## config.mk

```make
export PLATFORM = sky130hd
export DESIGN_NAME = tdc_interval_multi
export DESIGN_NICKNAME = d
export VERILOG_FILES = /design/src/rtl/tdc_interval_multi.sv
export SDC_FILE = /design/constraint.sdc
export NUM_CORES = 1
export LEC_CHECK = 0
export ABC_AREA = 1
export CORE_MARGIN = 10
export CORE_UTILIZATION = 30
export CTS_BUF_LIST = sky130_fd_sc_hd__clkbuf_4
export CTS_CLUSTER_DIAMETER = 100
export DETAILED_ROUTE_END_ITERATION = 8
export PLACE_DENSITY = 0.42
export SLEW_MARGIN = 20
export SYNTH_ARGS = -nofsm -noshare
export SYNTH_HDL_FRONTEND = slang
export SYNTH_SLANG_ARGS = --single-unit
```

## constraint.sdc

```tcl
create_clock -name clk -period 6.1 [get_ports clk]
set_input_delay 1.22 -clock clk [delete_from_list [all_inputs] [get_ports clk]]
set_output_delay 1.22 -clock clk [all_outputs]
set_load 0.05 [all_outputs]
```

## src/rtl/tdc_interval_multi.sv

```systemverilog
// Multi-channel start/stop interval TDC with synchronisers, timeout and
// round-robin serialisation of results onto one valid/ready port.
//
// Ports:
//   clk, reset (async, active-high): clock and reset
//   enable                : lets idle channels arm on a start edge
//   start, stop [N_CH]    : asynchronous per-channel events
//   busy [N_CH]           : channel is RUN or DONE
//   o_valid/i_ready       : result handshake
//   o_chan, o_count       : channel index and interval of the result
//   o_timeout             : result ended by TIMEOUT rather than stop
//   o_drop [8] (only with TDC_DROP_COUNT_EN): saturating count of start
//     edges ignored because their channel was RUN or DONE
module tdc_interval_multi #(
  parameter int N_CH        = 4,
  parameter int CNT_W       = 16,
  parameter int TIMEOUT     = 65535,
  parameter int SYNC_STAGES = 2,
  localparam int CW = (N_CH > 1) ? $clog2(N_CH) : 1
) (
  input  logic             clk,
  input  logic             reset,
  input  logic             enable,
  input  logic [N_CH-1:0]  start,
  input  logic [N_CH-1:0]  stop,
  output logic [N_CH-1:0]  busy,
  output logic             o_valid,
  input  logic             i_ready,
  output logic [CW-1:0]    o_chan,
  output logic [CNT_W-1:0] o_count,
  output logic             o_timeout
`ifdef TDC_DROP_COUNT_EN
  ,
  output logic [7:0]       o_drop
`endif
);

  typedef enum logic [1:0] {
    S_IDLE,
    S_RUN,
    S_DONE
  } state_t;

  localparam logic [CNT_W-1:0] TMO   = CNT_W'(TIMEOUT);
  localparam logic [CW:0]      NCH_W = (CW+1)'(N_CH);
  localparam logic [CW-1:0]    LAST  = CW'(N_CH - 1);

  logic [N_CH-1:0]  start_sync_q [SYNC_STAGES];
  logic [N_CH-1:0]  start_sync_d [SYNC_STAGES];
  logic [N_CH-1:0]  stop_sync_q  [SYNC_STAGES];
  logic [N_CH-1:0]  stop_sync_d  [SYNC_STAGES];
  logic [N_CH-1:0]  start_prev_q, start_prev_d;
  logic [N_CH-1:0]  stop_prev_q, stop_prev_d;
  logic [N_CH-1:0]  start_edge_q, start_edge_d;
  logic [N_CH-1:0]  stop_edge_q, stop_edge_d;

  state_t           state_q [N_CH];
  state_t           state_d [N_CH];
  logic [CNT_W-1:0] cnt_q [N_CH];
  logic [CNT_W-1:0] cnt_d [N_CH];
  logic [N_CH-1:0]  tmo_q, tmo_d;

  logic [CW-1:0]    ptr_q, ptr_d;
  logic             o_valid_q, o_valid_d;
  logic [CW-1:0]    o_chan_q, o_chan_d;
  logic [CNT_W-1:0] o_count_q, o_count_d;
  logic             o_timeout_q, o_timeout_d;

  logic [N_CH-1:0]  done_mask;
  logic [N_CH-1:0]  grant;
  logic [CW-1:0]    gidx;
  logic [CW:0]      rr_sum;
  logic             any_done;
  logic             take;
  logic             load;

  // Synchroniser chain plus registered rising-edge detect.
  always_comb begin
    start_sync_d[0] = start;
    stop_sync_d[0]  = stop;
    for (int s = 1; s < SYNC_STAGES; s++) begin
      start_sync_d[s] = start_sync_q[s-1];
      stop_sync_d[s]  = stop_sync_q[s-1];
    end
    start_prev_d = start_sync_q[SYNC_STAGES-1];
    stop_prev_d  = stop_sync_q[SYNC_STAGES-1];
    start_edge_d = start_sync_q[SYNC_STAGES-1] & ~start_prev_q;
    stop_edge_d  = stop_sync_q[SYNC_STAGES-1] & ~stop_prev_q;
  end

  always_comb begin
    for (int c = 0; c < N_CH; c++) begin
      busy[c]      = (state_q[c] != S_IDLE);
      done_mask[c] = (state_q[c] == S_DONE);
    end
  end

  // Round-robin search over DONE channels starting at ptr_q.
  always_comb begin
    any_done = 1'b0;
    gidx     = ptr_q;
    rr_sum   = '0;
    for (int i = 0; i < N_CH; i++) begin
      rr_sum = {1'b0, ptr_q} + (CW+1)'(i);
      if (rr_sum >= NCH_W) rr_sum = rr_sum - NCH_W;
      if (!any_done && done_mask[rr_sum[CW-1:0]]) begin
        any_done = 1'b1;
        gidx     = rr_sum[CW-1:0];
      end
    end
  end

  always_comb begin
    take        = ~o_valid_q | i_ready;
    load        = take & any_done;
    grant       = load ? (N_CH'(1) << gidx) : '0;
    o_valid_d   = take ? any_done : o_valid_q;
    o_chan_d    = load ? gidx : o_chan_q;
    o_count_d   = load ? cnt_q[gidx] : o_count_q;
    o_timeout_d = load ? tmo_q[gidx] : o_timeout_q;
    ptr_d       = ptr_q;
    if (load) ptr_d = (gidx == LAST) ? '0 : gidx + CW'(1);
  end

  // cnt counts cycles since the start edge, so arming loads 1 and the
  // value held at the stop cycle is already the interval.
  always_comb begin
    tmo_d = tmo_q;
    for (int c = 0; c < N_CH; c++) begin
      state_d[c] = state_q[c];
      cnt_d[c]   = cnt_q[c];
      unique case (state_q[c])
        S_IDLE: begin
          if (start_edge_q[c] & enable & ~stop_edge_q[c]) begin
            state_d[c] = S_RUN;
            cnt_d[c]   = CNT_W'(1);
            tmo_d[c]   = 1'b0;
          end
        end
        S_RUN: begin
          if (stop_edge_q[c]) begin
            state_d[c] = S_DONE;
            tmo_d[c]   = 1'b0;
          end else if (cnt_q[c] == TMO) begin
            state_d[c] = S_DONE;
            tmo_d[c]   = 1'b1;
          end else begin
            cnt_d[c] = cnt_q[c] + CNT_W'(1);
          end
        end
        S_DONE: begin
          if (grant[c]) begin
            state_d[c] = S_IDLE;
            cnt_d[c]   = '0;
          end
        end
        default: state_d[c] = S_IDLE;
      endcase
    end
  end

  always_ff @(posedge clk or posedge reset) begin
    if (reset) begin
      for (int s = 0; s < SYNC_STAGES; s++) begin
        start_sync_q[s] <= '0;
        stop_sync_q[s]  <= '0;
      end
      start_prev_q <= '0;
      stop_prev_q  <= '0;
      start_edge_q <= '0;
      stop_edge_q  <= '0;
      for (int c = 0; c < N_CH; c++) begin
        state_q[c] <= S_IDLE;
        cnt_q[c]   <= '0;
      end
      tmo_q       <= '0;
      ptr_q       <= '0;
      o_valid_q   <= 1'b0;
      o_chan_q    <= '0;
      o_count_q   <= '0;
      o_timeout_q <= 1'b0;
    end else begin
      for (int s = 0; s < SYNC_STAGES; s++) begin
        start_sync_q[s] <= start_sync_d[s];
        stop_sync_q[s]  <= stop_sync_d[s];
      end
      start_prev_q <= start_prev_d;
      stop_prev_q  <= stop_prev_d;
      start_edge_q <= start_edge_d;
      stop_edge_q  <= stop_edge_d;
      for (int c = 0; c < N_CH; c++) begin
        state_q[c] <= state_d[c];
        cnt_q[c]   <= cnt_d[c];
      end
      tmo_q       <= tmo_d;
      ptr_q       <= ptr_d;
      o_valid_q   <= o_valid_d;
      o_chan_q    <= o_chan_d;
      o_count_q   <= o_count_d;
      o_timeout_q <= o_timeout_d;
    end
  end

  assign o_valid   = o_valid_q;
  assign o_chan    = o_chan_q;
  assign o_count   = o_count_q;
  assign o_timeout = o_timeout_q;

`ifdef TDC_DROP_COUNT_EN
  logic [7:0] drop_q, drop_d;
  logic [8:0] drop_sum;

  // Start edges landing on a busy channel are dropped; several may
  // land in one cycle, so add them all before saturating.
  always_comb begin
    drop_sum = {1'b0, drop_q};
    for (int c = 0; c < N_CH; c++)
      drop_sum = drop_sum + 9'(start_edge_q[c] & busy[c]);
    drop_d = drop_sum[8] ? 8'hff : drop_sum[7:0];
  end

  always_ff @(posedge clk or posedge reset) begin
    if (reset) drop_q <= '0;
    else       drop_q <= drop_d;
  end

  assign o_drop = drop_q;
`endif

endmodule

```

==> results.cfg, run 1 <==
[route]
avgRoutedWirePerCell_um = 15.2
drtIter0Drc = 338
met3WireLength_um = 429
wl_met1_mm = 10.5
first_pass_iters = 4
route.detailed.drc = 0
wl_met2_mm = 9.74
highest_layer = met4
routed_wl_mm = 21.0
ant_nets = 0
via_per_inst = 4.61
vias = 6389

[synthesis]
synth_common_cells = 359 x nand2_1, 130 x dfrtp_1, 96 x nand3_1
synth_top_cell_area_share_pct = 42.6
syn_area_sq_um = 7640
synth_edf_count = 0
ys_async_sr_fraction_pct = 100
synth-seq-area-share_pct = 42.6
synth.avg_cell_area_sq_um = 7.48
yosysTopAreaCell = dfrtp_1
synth_cell_type_count = 46
ys.flop_type = dfrtp_1
synth_area_leaders = dfrtp_1 43%, nand2_1 18%, nand3_1 6.3%
yosysMostFrequentCell = nand2_1
synthCells = 1021
ys_ff_latch = 130
synth_nets = 1056
yosys_warnings = 0

[cts]
cts-root-buf = clkbuf_4
path_clk_slew_ns = 0.12
insertion_delay_ns = 0.57
clock-sinks = 130
hold_buffers = 0
cts_inserted_buffers = 17
htree_levels = 4
cts_tree = done
cts.path.max_buffers = 2
cts_resized = 0
cts_setup_buffers = 0

[setup_path]
worstPathArrival_ns = 2.31
crit_cells = 4
critical_path_required_ns = 4.88
cp_slowest_stage_delay_ns = 0.83
endpoint_kind = output pin
crit_start = state_q[2]
r2r-end = cnt_q[40]
path_cells = inv_1 > ha_1 > inv_1 > clkdlybuf4s50_1
cpMostUsedCell = inv_1
crit_type = reg2out
crit_family = buffers and inverters
worstSetupStartpointType = register
endpoint = busy[2]
cp.buffers_inverters = 3
rr_startpoint = ptr_q[0]
rr_worst_depth = 13
worst-path-max-fanout = 4
cpMaxStageDelayCell = clkdlybuf4s50_1
regToRegSetupSlack_ns = 2.60

[floorplan]
core_sq_um = 25100
start_util_pct = 30.4
num_rows = 58
die_w_um = 180
die_area_sq_um = 32300
die_y_um = 180
io_pins = 36

[global_routing]
grt_pass1_vias = 6301
grt_overflow = 0
grtUsageTotal_pct = 13.1
grt_max_degree = 97
antenna_found_initial = 1
grt_pass1_wl_mm = 34.5

[timing]
hold_violations = 0
clock.fmax_mhz = 284
worstMarginPinSlew_ns = 0.955
setup_tns_ns = 0
setup_viol = 0
slew_headroom_pct = 36.2
rsz0062_at_grt = no
drv_slew = 0
fin_crit_sh_pct = 57.8
period_needed_ns = 3.53
skew_ns = 0.0266
fin_ws_ns = 2.57

[power_and_ir_drop]
leakage_nw = 3.86
max-vdd-ir-drop_uv = 239
power_density_nw_per_um2 = 422

[place]
dp.cells = 1352
gp_congestion = 0.833
place_area_sq_um = 8170
portBuffers = 35
place_hpwl_mm = 15.4
dp_slack_ns = 2.40

[cells_and_area]
final_cells = 1385
nNetsFinal = 1076
fin_area_sq_um = 8550
area_growth_pct = 11.9
drive_gt1_share_pct = 8.36

[worst_hold_path]
hp-class = reg2reg

[job]
drv_cap = 0

[outcome]
status = finished clean
report_power, final:
part           internal (mW)  total [mW]  switching [mW]
sequential             0.960        1.08           0.118
clock                  0.413       0.779           0.366
combinational          0.447        1.75            1.30
total                   1.82        3.61            1.79
cell usage in the layout, fill, tap and decap left out, types with 18 or more instances in the layout:
cell / instances
nor2_1: 59
nand2_1: 359
nand4_1: 23
inv_1: 91
ha_1: 23
dfrtp_1: 130
clkdlybuf4s50_1: 35
nand3_1: 96
o21ai_1: 36
o21ai_0: 51
nand2_2: 18
worst min-delay path by stage:
stage               startpoint               to  cells after the start
2_1_floorplan  start_sync_d[0]  start_prev_d[0]                      0
3_3_place_gp    stop_sync_d[0]   stop_prev_d[0]                      0
3_5_place_dp    stop_sync_d[3]   stop_prev_d[3]                      0
4_1_cts         stop_sync_d[3]   stop_prev_d[3]                      0
5_1_grt        start_sync_d[0]  start_prev_d[0]                      0
6_report        stop_sync_d[3]   stop_prev_d[3]                      0
metrics by stage:
step	util, %	total power, mW	hold WS [ns]
4_1_cts	34.0	3.67	0.364
6_report	34.0	3.61	0.359
3_5_place_dp	32.5	2.87	0.336
3_3_place_gp	32.5	2.88	0.334
5_1_grt	34.0	3.92	0.379
2_1_floorplan	-	2.58	0.331
per-layer routing:
metal | track usage, % | vias up
met1 | 17.9 | 2966
met2 | 20.8 | 54
li1 | - | 3353
met5 | 0 | -
met4 | 3.80 | 0
met3 | 2.25 | 16
kinds of logic (layout without fill, tap and decap cells):
| group | Yosys count | in the layout | synth area share (%) |
|---|---|---|---|
| simple gates | 594 | 594 | 34.6 |
| buf+inv | 134 | 166 | 8.37 |
| compound gates | 133 | 133 | 9.94 |
| flops | 130 | 130 | 42.6 |
| fa+ha+maj | 23 | 23 | 3.77 |
| xor+xnor | 7 | 7 | 0.802 |
| other cells | 0 | 2 | 0 |
final cells by class:
type	instances	area, sq um
Clock inverter	14	250
Multi-Input combinational cell	757	3750
Antenna cell	2	5.00
Timing Repair Buffer	37	365
Fill cell	2786	16600
Sequential cell	130	3250
Tap cell	330	413
Clock buffer	17	128
Inverter	98	385
state kept, by name, indices dropped and copies added, names as in the netlist:
name          count
start_edge_q      4
cnt_q            64
start_sync_d      4
ptr_q             2
o_chan            2
state_q           8
start_prev_q      4
o_count          16
o_timeout         1
start_prev_d      4
stop_prev_d       4
stop_sync_d       4
o_valid           1
tmo_q             4
stop_prev_q       4
stop_edge_q       4
No activity file was read; power rests on OpenSTA's default activity.
==> run 2, diff against run 1 <==
--- a/config.mk
+++ b/config.mk
@@ -11,7 +11,7 @@
 export CTS_BUF_LIST = sky130_fd_sc_hd__clkbuf_4
 export CTS_CLUSTER_DIAMETER = 100
 export DETAILED_ROUTE_END_ITERATION = 8
-export PLACE_DENSITY = 0.42
+export PLACE_DENSITY = 0.44
 export SLEW_MARGIN = 20
 export SYNTH_ARGS = -nofsm -noshare
 export SYNTH_HDL_FRONTEND = slang
==> constraint.sdc (replaced) <==
create_clock -name clk -period 3 [get_ports clk]
set_input_delay 0.6 -clock clk [delete_from_list [all_inputs] [get_ports clk]]
set_output_delay 0.6 -clock clk [all_outputs]
set_load 0.05 [all_outputs]
==> results.cfg, run 2 (synthesized netlist as in run 1, its figures left out) <==
[setup_path]
worstSetupStartpointType = register
worstPathArrival_ns = 2.21
cp_slowest_stage_delay_ns = 0.81
cp.buffers_inverters = 3
crit_type = reg2out
endpoint_kind = output pin
cpMaxStageDelayCell = clkdlybuf4s50_1
critical_path_required_ns = 2.40
worst-path-max-fanout = 5
cpMostUsedCell = inv_1
crit_family = buffers and inverters
path_cells = inv_1 > ha_1 > inv_1 > clkdlybuf4s50_1

[floorplan]
io_pins = 36
start_util_pct = 30.4
die_w_um = 180
die_y_um = 180
die_area_sq_um = 32300
core_sq_um = 25100
num_rows = 58

[global_routing]
grt_pass1_vias = 6256
grt_max_degree = 131
grt_pass1_wl_mm = 33.6
grt_overflow = 0
grtUsageTotal_pct = 12.7
antenna_found_initial = 1

[timing]
setup_tns_ns = 0
worstMarginPinSlew_ns = 0.702
hold_violations = 0
rsz0062_at_grt = no
drv_slew = 0
slew_headroom_pct = 53.2
fin_crit_sh_pct = 93.6
period_needed_ns = 2.81
setup_viol = 0
skew_ns = 0.0234
clock.fmax_mhz = 356

[cts]
path_clk_slew_ns = 0.14
hold_buffers = 0
insertion_delay_ns = 0.57
cts_tree = done
htree_levels = 4
clock-sinks = 130
cts_setup_buffers = 0
cts-root-buf = clkbuf_4
cts_inserted_buffers = 17
cts.path.max_buffers = 2

[route]
ant_nets = 0
route.detailed.drc = 0
highest_layer = met4
wl_met2_mm = 9.58
avgRoutedWirePerCell_um = 14.5
wl_met1_mm = 9.92
first_pass_iters = 5
met3WireLength_um = 521
routed_wl_mm = 20.3
via_per_inst = 4.56
drtIter0Drc = 311
vias = 6378

[power_and_ir_drop]
leakage_nw = 3.88
max-vdd-ir-drop_uv = 360
power_density_nw_per_um2 = 842

[cells_and_area]
drive_gt1_share_pct = 9.65
nNetsFinal = 1089
final_common_cell = nand2_1
largest_register = cnt_q
final_cell_mix = 359 x nand2_1, 130 x dfrtp_1, 96 x nand3_1
multiInputGateArea_sq_um = 3750
largest_reg_flops = 64
final_cells = 1399
area_growth_pct = 12.3
register_area_sq_um = 3250
nFillCells = 2764

[place]
dp.cells = 1365
portBuffers = 35
place_hpwl_mm = 14.8
gp_congestion = 0.835

[outcome]
status = finished clean

[worst_hold_path]
hp-class = reg2reg

[job]
drv_cap = 0
-- run 2: metrics by stage --
step           hold slack (ns)  worst slack [ns]  power (mW)  util [%]  cell area, sq um
2_1_floorplan            0.331             0.791        5.26         -              7640
3_3_place_gp             0.334             0.246        6.13      33.1              8300
3_5_place_dp             0.335             0.241        6.12      33.1              8300
4_1_cts                  0.366            0.0891        7.35      34.1              8560
5_1_grt                  0.375           0.00909        7.92      34.2              8580
6_report                 0.363             0.193        7.22      34.2              8580
-- run 2: path summary, 6_finish.rpt --
check                           slack (ns)  cells past startpoint              to      startpoint
min in group asynchronous             0.58                      3  stop_edge_q[1]           reset
worst max-delay path                  0.19                      4         busy[2]      state_q[3]
worst min-delay path                  0.36                      0  stop_prev_d[2]  stop_sync_d[2]
worst min register to register        0.36                      0  stop_prev_d[2]  stop_sync_d[2]
worst max register to register        0.32                     15      o_count[6]      state_q[6]
max in group asynchronous             1.90                      3        cnt_q[2]           reset
-- run 2: area by class of cell --
class	count	share of cell area, %
antenna	2	0.0583
tap	330	4.81
timing repair buffer	50	5.95
clock buffer	17	1.49
multi-input combinational	757	43.7
inverter	98	4.48
clock inverter	15	1.60
sequential	130	37.9
-- run 2: layer usage --
metal	track usage, %	vias up
met5	0	-
met4	3.80	0
met3	2.35	13
met2	20.8	71
met1	16.7	2908
li1	-	3386
-- run 2: what timing repair did --
action | 4_1_cts | 5_1_grt
setup endpoints to repair | 0 | 27
gates resized for setup | 0 | 7
endpoints found under the hold margin | 0 | 0
-- run 2: where the power goes --
group	switching, mW	leakage [nW]	internal (mW)
clock	0.812	0.144	0.368
combinational	2.71	2.03	1.16
sequential	0.220	1.71	1.95
==> run 3, diff against run 2 <==
--- a/config.mk
+++ b/config.mk
@@ -6,6 +6,7 @@
 export NUM_CORES = 1
 export LEC_CHECK = 0
 export ABC_AREA = 1
+export CORE_ASPECT_RATIO = 1.1
 export CORE_MARGIN = 10
 export CORE_UTILIZATION = 30
 export CTS_BUF_LIST = sky130_fd_sc_hd__clkbuf_4
==> results.cfg, run 3 (synthesized netlist as in run 1, its figures left out) <==
[route]
routed_wl_mm = 20.8
avgRoutedWirePerCell_um = 15.0
ant_nets = 0
vias = 6544
route.detailed.drc = 0
via_per_inst = 4.72
first_pass_iters = 5
drtIter0Drc = 388

[power_and_ir_drop]
comb_power_share_pct = 53.9
pwr-share-seq_pct = 30.0
leakage_nw = 3.87
p_sw_mw = 3.73
p_int_mw = 3.50
power_density_nw_per_um2 = 845
finalPower_mw = 7.23
switching_share_pct = 51.6
power_frac_clock_pct = 16.1
max-vdd-ir-drop_uv = 387

[cells_and_area]
drive_gt1_share_pct = 9.56
final_util_pct = 34.0
nFillCells = 2741
fin_area_sq_um = 8560
largest_register = cnt_q
final_cell_mix = 359 x nand2_1, 130 x dfrtp_1, 96 x nand3_1
area_growth_pct = 12.0
nNetsFinal = 1089
final_common_cell = nand2_1
largest_reg_flops = 64
final_cells = 1385

[global_routing]
antenna_found_initial = 1
grt_max_degree = 131
grt_pass1_vias = 6489
grt_pass1_wl_mm = 34.4
grt_overflow = 0
grtUsageTotal_pct = 13.3

[setup_path]
path_cells = inv_1 > ha_1 > inv_1 > clkdlybuf4s50_1
worstSetupStartpointType = register
endpoint_kind = output pin
cpMaxStageDelayCell = clkdlybuf4s50_1
cp.buffers_inverters = 3
worst-path-max-fanout = 5
cpMostUsedCell = inv_1
critical_path_required_ns = 2.40
cp_slowest_stage_delay_ns = 0.80
r2r-end = o_count[9]
crit_type = reg2out
worstPathArrival_ns = 2.22
rr_worst_depth = 15
crit_family = buffers and inverters
regToRegSetupSlack_ns = 0.29
rr_startpoint = state_q[4]

[floorplan]
die_area_sq_um = 32300
core_sq_um = 25200
die_y_um = 187
io_pins = 36
start_util_pct = 30.3
die_w_um = 172
num_rows = 61

[worst_hold_path]
hold_path_depth = 0
min_from = start_sync_d[2]
hp-class = reg2reg
whs_endpoint = start_prev_d[2]

[timing]
setup_viol = 0
rsz0062_at_grt = no
period_needed_ns = 2.82
skew_ns = 0.0286
clock.fmax_mhz = 354
fin_crit_sh_pct = 94.1
slew_headroom_pct = 50.0
whs_ns = 0.363
drv_slew = 0
hold_violations = 0
fin_ws_ns = 0.178
worstMarginPinSlew_ns = 0.750
setup_tns_ns = 0

[place]
place_hpwl_mm = 15.0
dp_slack_ns = 0.250
gp_congestion = 0.874
dp.cells = 1349
place_area_sq_um = 8270
portBuffers = 35

[outcome]
status = finished clean

[cts]
cts.path.max_buffers = 2
htree_levels = 4
clock-sinks = 130
hold_buffers = 0
insertion_delay_ns = 0.55
path_clk_slew_ns = 0.13
cts_resized = 0
cts_setup_buffers = 0
cts_tree = done
cts_inserted_buffers = 17
cts-root-buf = clkbuf_4

[job]
drv_cap = 0
[run 3: cell type report]
type	count	area [sq um]	share of cell area, %
clock inverters	14	129	1.51
inverters	98	384	4.49
repair buffers	49	493	5.76
clock buffers	18	135	1.58
multi-input cells	758	3760	43.9
well taps	315	394	4.61
flip-flops and latches	130	3250	38.0
diodes	3	7.51	0.0877
[run 3: worst register-to-register path: cells and delay by family, from the launching register on]
kind,cells,cell delay [ns]
flops,1,0.43
simple gates,11,1.26
compound gates,1,0.34
buf+inv,2,0.34
fa+ha+maj,1,0.32
[run 3: metal layers]
metal | global-route usage, % | routed length (um) | vias to the layer above | part of all wire [%]
met1 | 17.1 | 9820 | 3048 | 47
met4 | 4.15 | 340 | 0 | 1.6
met2 | 22.0 | 10100 | 90 | 49
li1 | - | - | 3383 | -
met3 | 2.60 | 541 | 23 | 2.6
met5 | 0 | 0 | - | 0
[run 3: worst max path at each step]
stage                endpoint  startpoint  cells past startpoint  slack, ns
finish                busy[3]  state_q[1]                      4       0.18
detailed placement  cnt_q[22]  state_q[4]                     18       0.25
global placement    cnt_q[19]  state_q[4]                     18       0.29
global route          busy[0]  state_q[7]                      4       0.03
CTS                   busy[3]  state_q[1]                      4       0.10
floorplan            cnt_q[0]       reset                      1       0.79
[run 3: power by group through the flow]
stage,combinational (mW),clock [mW],sequential (mW)
finish,3.90,1.16,2.17
CTS,3.90,1.23,2.17
global placement,3.92,0,2.21
floorplan,3.03,0,2.23
global route,4.33,1.30,2.20
detailed placement,3.89,0,2.21
